--- config.mk ---
export PLATFORM = sky130hd
export DESIGN_NAME = bin2bcd_seq
export DESIGN_NICKNAME = d
export VERILOG_FILES = /design/src/rtl/bin2bcd_seq_pkg.sv /design/src/rtl/bcd_digit_adj.sv /design/src/rtl/bin2bcd_seq.sv
export SDC_FILE = /design/constraint.sdc
export NUM_CORES = 1
export LEC_CHECK = 0
export CAP_MARGIN = 5
export CORE_UTILIZATION = 45
export CTS_BUF_LIST = sky130_fd_sc_hd__clkbuf_4 sky130_fd_sc_hd__clkbuf_8 sky130_fd_sc_hd__clkbuf_16
export CTS_CLUSTER_SIZE = 10
export DETAILED_ROUTE_END_ITERATION = 16
export PLACE_DENSITY = 0.67
export SETUP_SLACK_MARGIN = 0.05
export SYNTH_ARGS = -nofsm -noshare
export SYNTH_HDL_FRONTEND = slang
export SYNTH_HIERARCHICAL = 1
export SYNTH_SLANG_ARGS = --single-unit
export TNS_END_PERCENT = 20
--- constraint.sdc ---
create_clock -name clk -period 4.3 [get_ports clk]
set_input_delay 0.86 -clock clk [delete_from_list [all_inputs] [get_ports clk]]
set_output_delay 0.86 -clock clk [all_outputs]
set_load 0.005 [all_outputs]
--- src/rtl/bin2bcd_seq_pkg.sv ---
// Shared definitions for the sequential binary-to-BCD converter:
// FSM state encoding and the BCD digit width.
package bin2bcd_seq_pkg;

    localparam int DIGIT_W = 4;

    typedef enum logic [1:0] {
        ST_IDLE  = 2'd0,
        ST_SHIFT = 2'd1,
        ST_DONE  = 2'd2
    } state_t;

endpackage

--- src/rtl/bcd_digit_adj.sv ---
// Double-dabble correction cell: adds 3 to a BCD digit of 5..9 so the
// following left shift carries correctly into the next decimal digit.
module bcd_digit_adj
    import bin2bcd_seq_pkg::*;
(
    input  logic [DIGIT_W-1:0] digit,
    output logic [DIGIT_W-1:0] adj
);

    // Legal digits stay <= 9, so 9+3=12 still fits in four bits.
    assign adj = (digit >= DIGIT_W'(5)) ? digit + DIGIT_W'(3) : digit;

endmodule

--- src/rtl/bin2bcd_seq.sv ---
// Sequential shift-and-add-3 binary-to-BCD converter, one bit per clock.
// Handshake: start is accepted whenever busy=0 (IDLE or DONE); done pulses once per accepted start.
module bin2bcd_seq
    import bin2bcd_seq_pkg::*;
#(
    parameter int BIN_W  = 8,
    parameter int DIGITS = 3
) (
    input  logic                       clk,
    input  logic                       rst,
    input  logic                       start,
    input  logic [BIN_W-1:0]           bin,
    output logic                       busy,
    output logic                       done,
    output logic [DIGIT_W*DIGITS-1:0]  bcd,
    output logic                       overflow
);

    localparam int BCD_W = DIGIT_W * DIGITS;
    localparam int CAT_W = BCD_W + BIN_W;
    localparam int CNT_W = $clog2(BIN_W + 1);

    // state is kept as a plain named signal so checkers can bind to it.
    state_t             state;
    state_t             state_next;
    logic [BIN_W-1:0]   bin_reg;
    logic [BCD_W-1:0]   scratch;
    logic [BCD_W-1:0]   scratch_adj;
    logic               sticky;
    logic [CNT_W-1:0]   cnt;
    logic               accept;
    logic               last_shift;
    logic               carry;
    logic [CAT_W-1:0]   shifted;

    genvar gi;
    generate
        for (gi = 0; gi < DIGITS; gi++) begin : g_adj
            bcd_digit_adj u_adj (
                .digit (scratch[gi*DIGIT_W +: DIGIT_W]),
                .adj   (scratch_adj[gi*DIGIT_W +: DIGIT_W])
            );
        end
    endgenerate

    // The bit falling off the top digit is the overflow contribution.
    assign {carry, shifted} = {scratch_adj, bin_reg, 1'b0};
    assign last_shift       = (state == ST_SHIFT) && (cnt == CNT_W'(1));

    always_ff @(posedge clk or posedge rst) begin
        if (rst) begin
            state <= ST_IDLE;
        end else begin
            state <= state_next;
        end
    end

    always_comb begin
        state_next = state;
        case (state)
            ST_IDLE:  if (start) state_next = ST_SHIFT;
            ST_SHIFT: if (cnt == CNT_W'(1)) state_next = ST_DONE;
            ST_DONE:  state_next = start ? ST_SHIFT : ST_IDLE;
            default:  state_next = ST_IDLE;
        endcase
    end

    always_comb begin
        busy   = 1'b0;
        done   = 1'b0;
        accept = 1'b0;
        case (state)
            ST_IDLE:  accept = start;
            ST_SHIFT: busy   = 1'b1;
            ST_DONE: begin
                done   = 1'b1;
                accept = start;
            end
            default: ;
        endcase
    end

    always_ff @(posedge clk or posedge rst) begin
        if (rst) begin
            bin_reg  <= '0;
            scratch  <= '0;
            sticky   <= 1'b0;
            cnt      <= '0;
            bcd      <= '0;
            overflow <= 1'b0;
        end else if (accept) begin
            bin_reg <= bin;
            scratch <= '0;
            sticky  <= 1'b0;
            cnt     <= CNT_W'(BIN_W);
        end else if (state == ST_SHIFT) begin
            {scratch, bin_reg} <= shifted;
            sticky             <= sticky | carry;
            cnt                <= cnt - CNT_W'(1);
            // Results publish only on the final shift, never partially.
            if (last_shift) begin
                bcd      <= shifted[CAT_W-1 -: BCD_W];
                overflow <= sticky | carry;
            end
        end
    end

    a_done_single: assert property (@(posedge clk) disable iff (rst) done |=> !done);
    a_busy_done_excl: assert property (@(posedge clk) disable iff (rst) !(busy && done));
    a_state_legal: assert property (@(posedge clk) disable iff (rst) state != 2'd3);

    generate
        for (gi = 0; gi < DIGITS; gi++) begin : g_chk
            a_digit_legal: assert property (@(posedge clk) disable iff (rst)
                done |-> (bcd[gi*DIGIT_W +: DIGIT_W] <= DIGIT_W'(9)));
        end
    endgenerate

endmodule

* After elaboration in Yosys (flattened, before gate mapping)
Index checks and enable logic that the tools add are counted.
** Word-level totals
- Register bits :: 40
- Input bits :: 11
- Output and inout port bits :: 15
- Word-level logic and storage cells :: 45
** Operators by class
- Add/subtract/negate cells :: 4
- Magnitude comparators :: 3
- Equal/unequal tests :: 5
- Multiplexer cells :: 18
- Bitwise gates (word level) :: 2
- Reduce and logical (&&, ||, !) cells :: 6
** Operators with widths (number)
- 12-bit 2-to-1 mux :: 2
- 4-bit 2-to-1 mux :: 5
- 8-bit 2-to-1 mux :: 2
- 4-bit by 2-bit adder with 4-bit output (second input constant) :: 3
- 4-bit by 3-bit greater-or-equal comparator with 1-bit output (second input constant) :: 3
- 1-bit 2-to-1 mux :: 6
- 2-bit case mux with 3 select lines :: 1
- 4-bit by 1-bit == test with 1-bit output (second input constant) :: 1
- 2-bit 2-to-1 mux :: 2
- 4-bit by 1-bit subtractor with 4-bit output (second input constant) :: 1
- 3-bit AND reduction :: 1
- 2-bit by 1-bit == test with 1-bit output (second input constant) :: 1
- 2-bit == test (second input constant) :: 1
- 2-bit zero test :: 1
- 2-bit by 1-bit != test with 1-bit output (second input constant) :: 1
- 2-bit != test (second input constant) :: 1
- 2-bit AND reduction :: 1
- 2-bit nonzero test :: 1
- 2-bit OR reduction :: 1
- 1-bit logical AND :: 1
- 1-bit NOT :: 1
- 1-bit OR :: 1

* Depth between registers and ports, before layout
- Depth after elaboration :: 5
- Gate-level depth with buffers :: 7
- Depth with buffers taken out :: 7

* Hierarchy
Netlist, hierarchy kept.
** Modules (own cells, without submodules)
- bin2bcd_seq :: times used 1, cells an instance 117, area each 1647.8 um2, sequential area each 1001.0 um2
- bcd_digit_adj :: times used 3, cells an instance 16, area each 101.3 um2, sequential area each 0.0 um2

* Worst setup path after synthesis
Ideal clock, no wire load.
- Path type :: register to output
- From :: register state[1]
- To :: output port busy
- Arrival time :: 0.892 ns
- Path slack :: 2.548 ns
- Cell stages (with the launch flop) :: 4
- Path buffers :: 1
- Cell sequence :: dfrtp_1 > nand2b_2 > inv_4 > buf_2
** Between the ends
- Word-level cells in the longest chain between the ends :: 2
** Ends and longest elaborated chain
- start, declared :: RTL line bin2bcd_seq.sv:24 : state_t state;
- start signal, assigned :: RTL line bin2bcd_seq.sv:54 : state <= state_next;
- 2-bit by 1-bit == test with 1-bit output :: RTL line bin2bcd_seq.sv:72 : case (state)
- 1-bit 2-to-1 mux :: RTL line bin2bcd_seq.sv:72
- end, declared :: RTL line bin2bcd_seq.sv:13 : output logic busy,
Every way passes these cells.

* Worst setup path in the final report
Same ends and word-level chain as after synthesis.

==> out/metrics.csv <==
metric;value;unit
antenna_found_initial;0;
period_share;60.90;%
synth-seq-area-share;51.28;%
final_nets;212;
p_comb_share;46.6;%
slowest_stage;clkdlybuf4s50_1;
status;finished, final reports clean;
yosysTopAreaCell;dfrtp_1;
instances_no_fill;244;
clockRootBuffer;clkbuf_8;
wl;3.412;mm
worst-r2r-setup-slack;2660;ps
viasPerCell;5.238;
synth_top_flop_cell;dfrtp_1;
worstHoldPathType;reg -> reg;
yosys.area_share.simple;10.19;%
hold_ws;483.1;ps
detailed_place_hpwl;2.346;mm
drtIter0Drc;57;
startpoint_type;register;
area_delta_synth_final;19.81;%
synth_adder_area_share;5.128;%
max_stage_delay;570;ps
max-clock-path-buffers;2;
grt_pass1_vias;1258;
drive_above_1_share;15.98;%
cts_hold_buf;0;
diodes;0;
ys_async_sr_fraction;100.0;%
dp.cells;236;
power.share.clock;14.8;%
grt_pass1_wl;5.768;mm
drv_slew;0;
cts_max_level;2;
finalSetupViolCount;0;
synth_fp_nets;184;
worstMarginPinSlew;489.0;ps
synth_edf_count;0;
netlist_area;1952;um^2
cts_tree;yes;
synth-compound-area-share;14.04;%
drc_errors;0;
ys_seq_elements;40;
timing.setup.tns;0;ps
die_h;67.86;um
vias;1278;
hold_viol;0;
synthCells;165;
post_cts_buffers;0;
max_cap_violations;0;
pin_count;26;
ys_warn_count;6;
p_per_area;756.0;nW/um^2
place_congestion;0.7870;
core;4086;um^2
cp_max_fo;28;
fillCellCount;346;
finalCoreUtilization;57.23;%
crit_type;reg -> out;
switching_power;0.0006287;W
io_buffers;25;
relSlewSlack;67.40;%
p_int;0.001139;W
die_x;67.86;um
worstPathCellList;nand2b_2 -> inv_4 -> clkdlybuf4s50_1;
seqPwrFrac;38.5;%
die_area;4605;um^2
clock-sinks;40;
grt_max_degree;41;
drtAntennaViolNets;0;
num_rows;23;
synth_top_family_by_area;compound AO/OA/AOI/OAI gates;
worstPathArrival;1760;ps
switching_share;35.56;%
synthTopCellsByArea;dfrtp_1, mux2_4, a22o_1;
synth_common_cells;dfrtp_1, nand2_1, a22o_1;
ir_drop;0.3416;mV
syn_avg_cell_area;11.83;um^2
clk_latency;280;ps
required;3440;ps
cts_buffers;5;
cp-end-kind;output port;
yosys.area_share.xor_xnor;1.795;%
cts_resized;0;
drt-pass1-iter-count;4;
yosysMostFrequentCell;dfrtp_1;
post_drt_wl_per_cell;13.98;um
netlist.area_leader.share;51.28;%
clock_skew;7.456;ps
total_power;0.001768;W
clk_pin_slew;70;ps
p_leak;1.134;nW
fin_crit;2619;ps
fmaxAchievable;0.3819;GHz
synth_cell_types;32;
grt-ovfl-total;0;
muxShareOfSynthArea;13.33;%
grt_util_all_layers;17.40;%
rsz0062_at_grt;no;
initial_core_util;47.76;%
==> power by group through the flow <==
| stage | Sequential (W) | Clock, W | Combinational (W) |
|---|---|---|---|
| detailed placement | 0.000689 | 0 | 0.000837 |
| global route | 0.000708 | 0.000289 | 0.000931 |
| global placement | 0.000679 | 0 | 0.000806 |
| floorplan | 0.000662 | 0 | 0.000611 |
| finish | 0.000681 | 0.000262 | 0.000825 |
| CTS | 0.000684 | 0.000271 | 0.000840 |
==> placed cells by master, fill, tap and decap left out, types with 3 or more instances in the layout <==
| master | netlist | final |
|---|---|---|
| dfrtp_1 | 40 | 40 |
| clkdlybuf4s50_1 | 0 | 25 |
| nand2_1 | 17 | 17 |
| a22o_1 | 15 | 15 |
| inv_1 | 10 | 10 |
| mux2_4 | 9 | 9 |
| mux2i_1 | 8 | 8 |
| o21ai_0 | 8 | 8 |
| ha_1 | 8 | 8 |
| nor2_1 | 6 | 6 |
| clkbuf_8 | 0 | 6 |
| nand2b_1 | 6 | 6 |
| mux2_2 | 4 | 4 |
| a21oi_2 | 3 | 3 |
| xnor2_1 | 3 | 3 |
| o21ai_1 | 3 | 3 |
==> kinds of logic (layout without fill, tap and decap cells) <==
family / after synthesis / in the layout
fa+ha+maj: 8 / 8
simple gates: 37 / 37
mux: 21 / 21
xor+xnor: 4 / 4
buf+inv: 17 / 46
compound gates: 38 / 38
flops: 40 / 40
==> metal layers <==
| layer | GRT usage (%) | vias up | routed length (um) |
|---|---|---|---|
| met2 | 29.58 | 27 | 1636 |
| met1 | 21.22 | 618 | 1605 |
| met5 | 0 | - | 0 |
| met3 | 5.000 | 7 | 124 |
| li1 | - | 626 | - |
| met4 | 5.469 | 0 | 45 |
==> per-stage QoR <==
stage                     instance area (um^2)  setup slack, ps
final                                     2338             1681
after global routing                      2338             1602
after CTS                                 2338             1675
after detailed placement                  2241             1989
after global placement                    2241             2029
after floorplan                           1952             2522
==> worst paths after layout <==
kind / start / to / cells after the start
worst max register to register: state[1] / bcd[7] / 4
worst min register to register: bin_reg[5] / bin_reg[5] / 1
min in group asynchronous: rst / scratch[3] / 3
worst min-delay path: bin_reg[5] / bin_reg[5] / 1
worst max-delay path: state[1] / busy / 3
max in group asynchronous: rst / bcd[8] / 3
==> critical path: cells and delay by family, from the launching register on <==
kind / cells / cell delay (ps)
buffers and inverters: 2 / 860
AND/OR/NAND/NOR: 1 / 220
flip-flops: 1 / 390
==> area by class of cell <==
cell class / instances / area (um^2) / area share, %
timing repair buffer: 27 / 265.3 / 11.34
tap: 50 / 62.56 / 2.675
clock buffer: 8 / 97.59 / 4.173
inverter: 11 / 43.79 / 1.873
sequential: 40 / 1001 / 42.80
multi-input combinational: 108 / 868.3 / 37.13
Power figures use the tool's default switching activity.
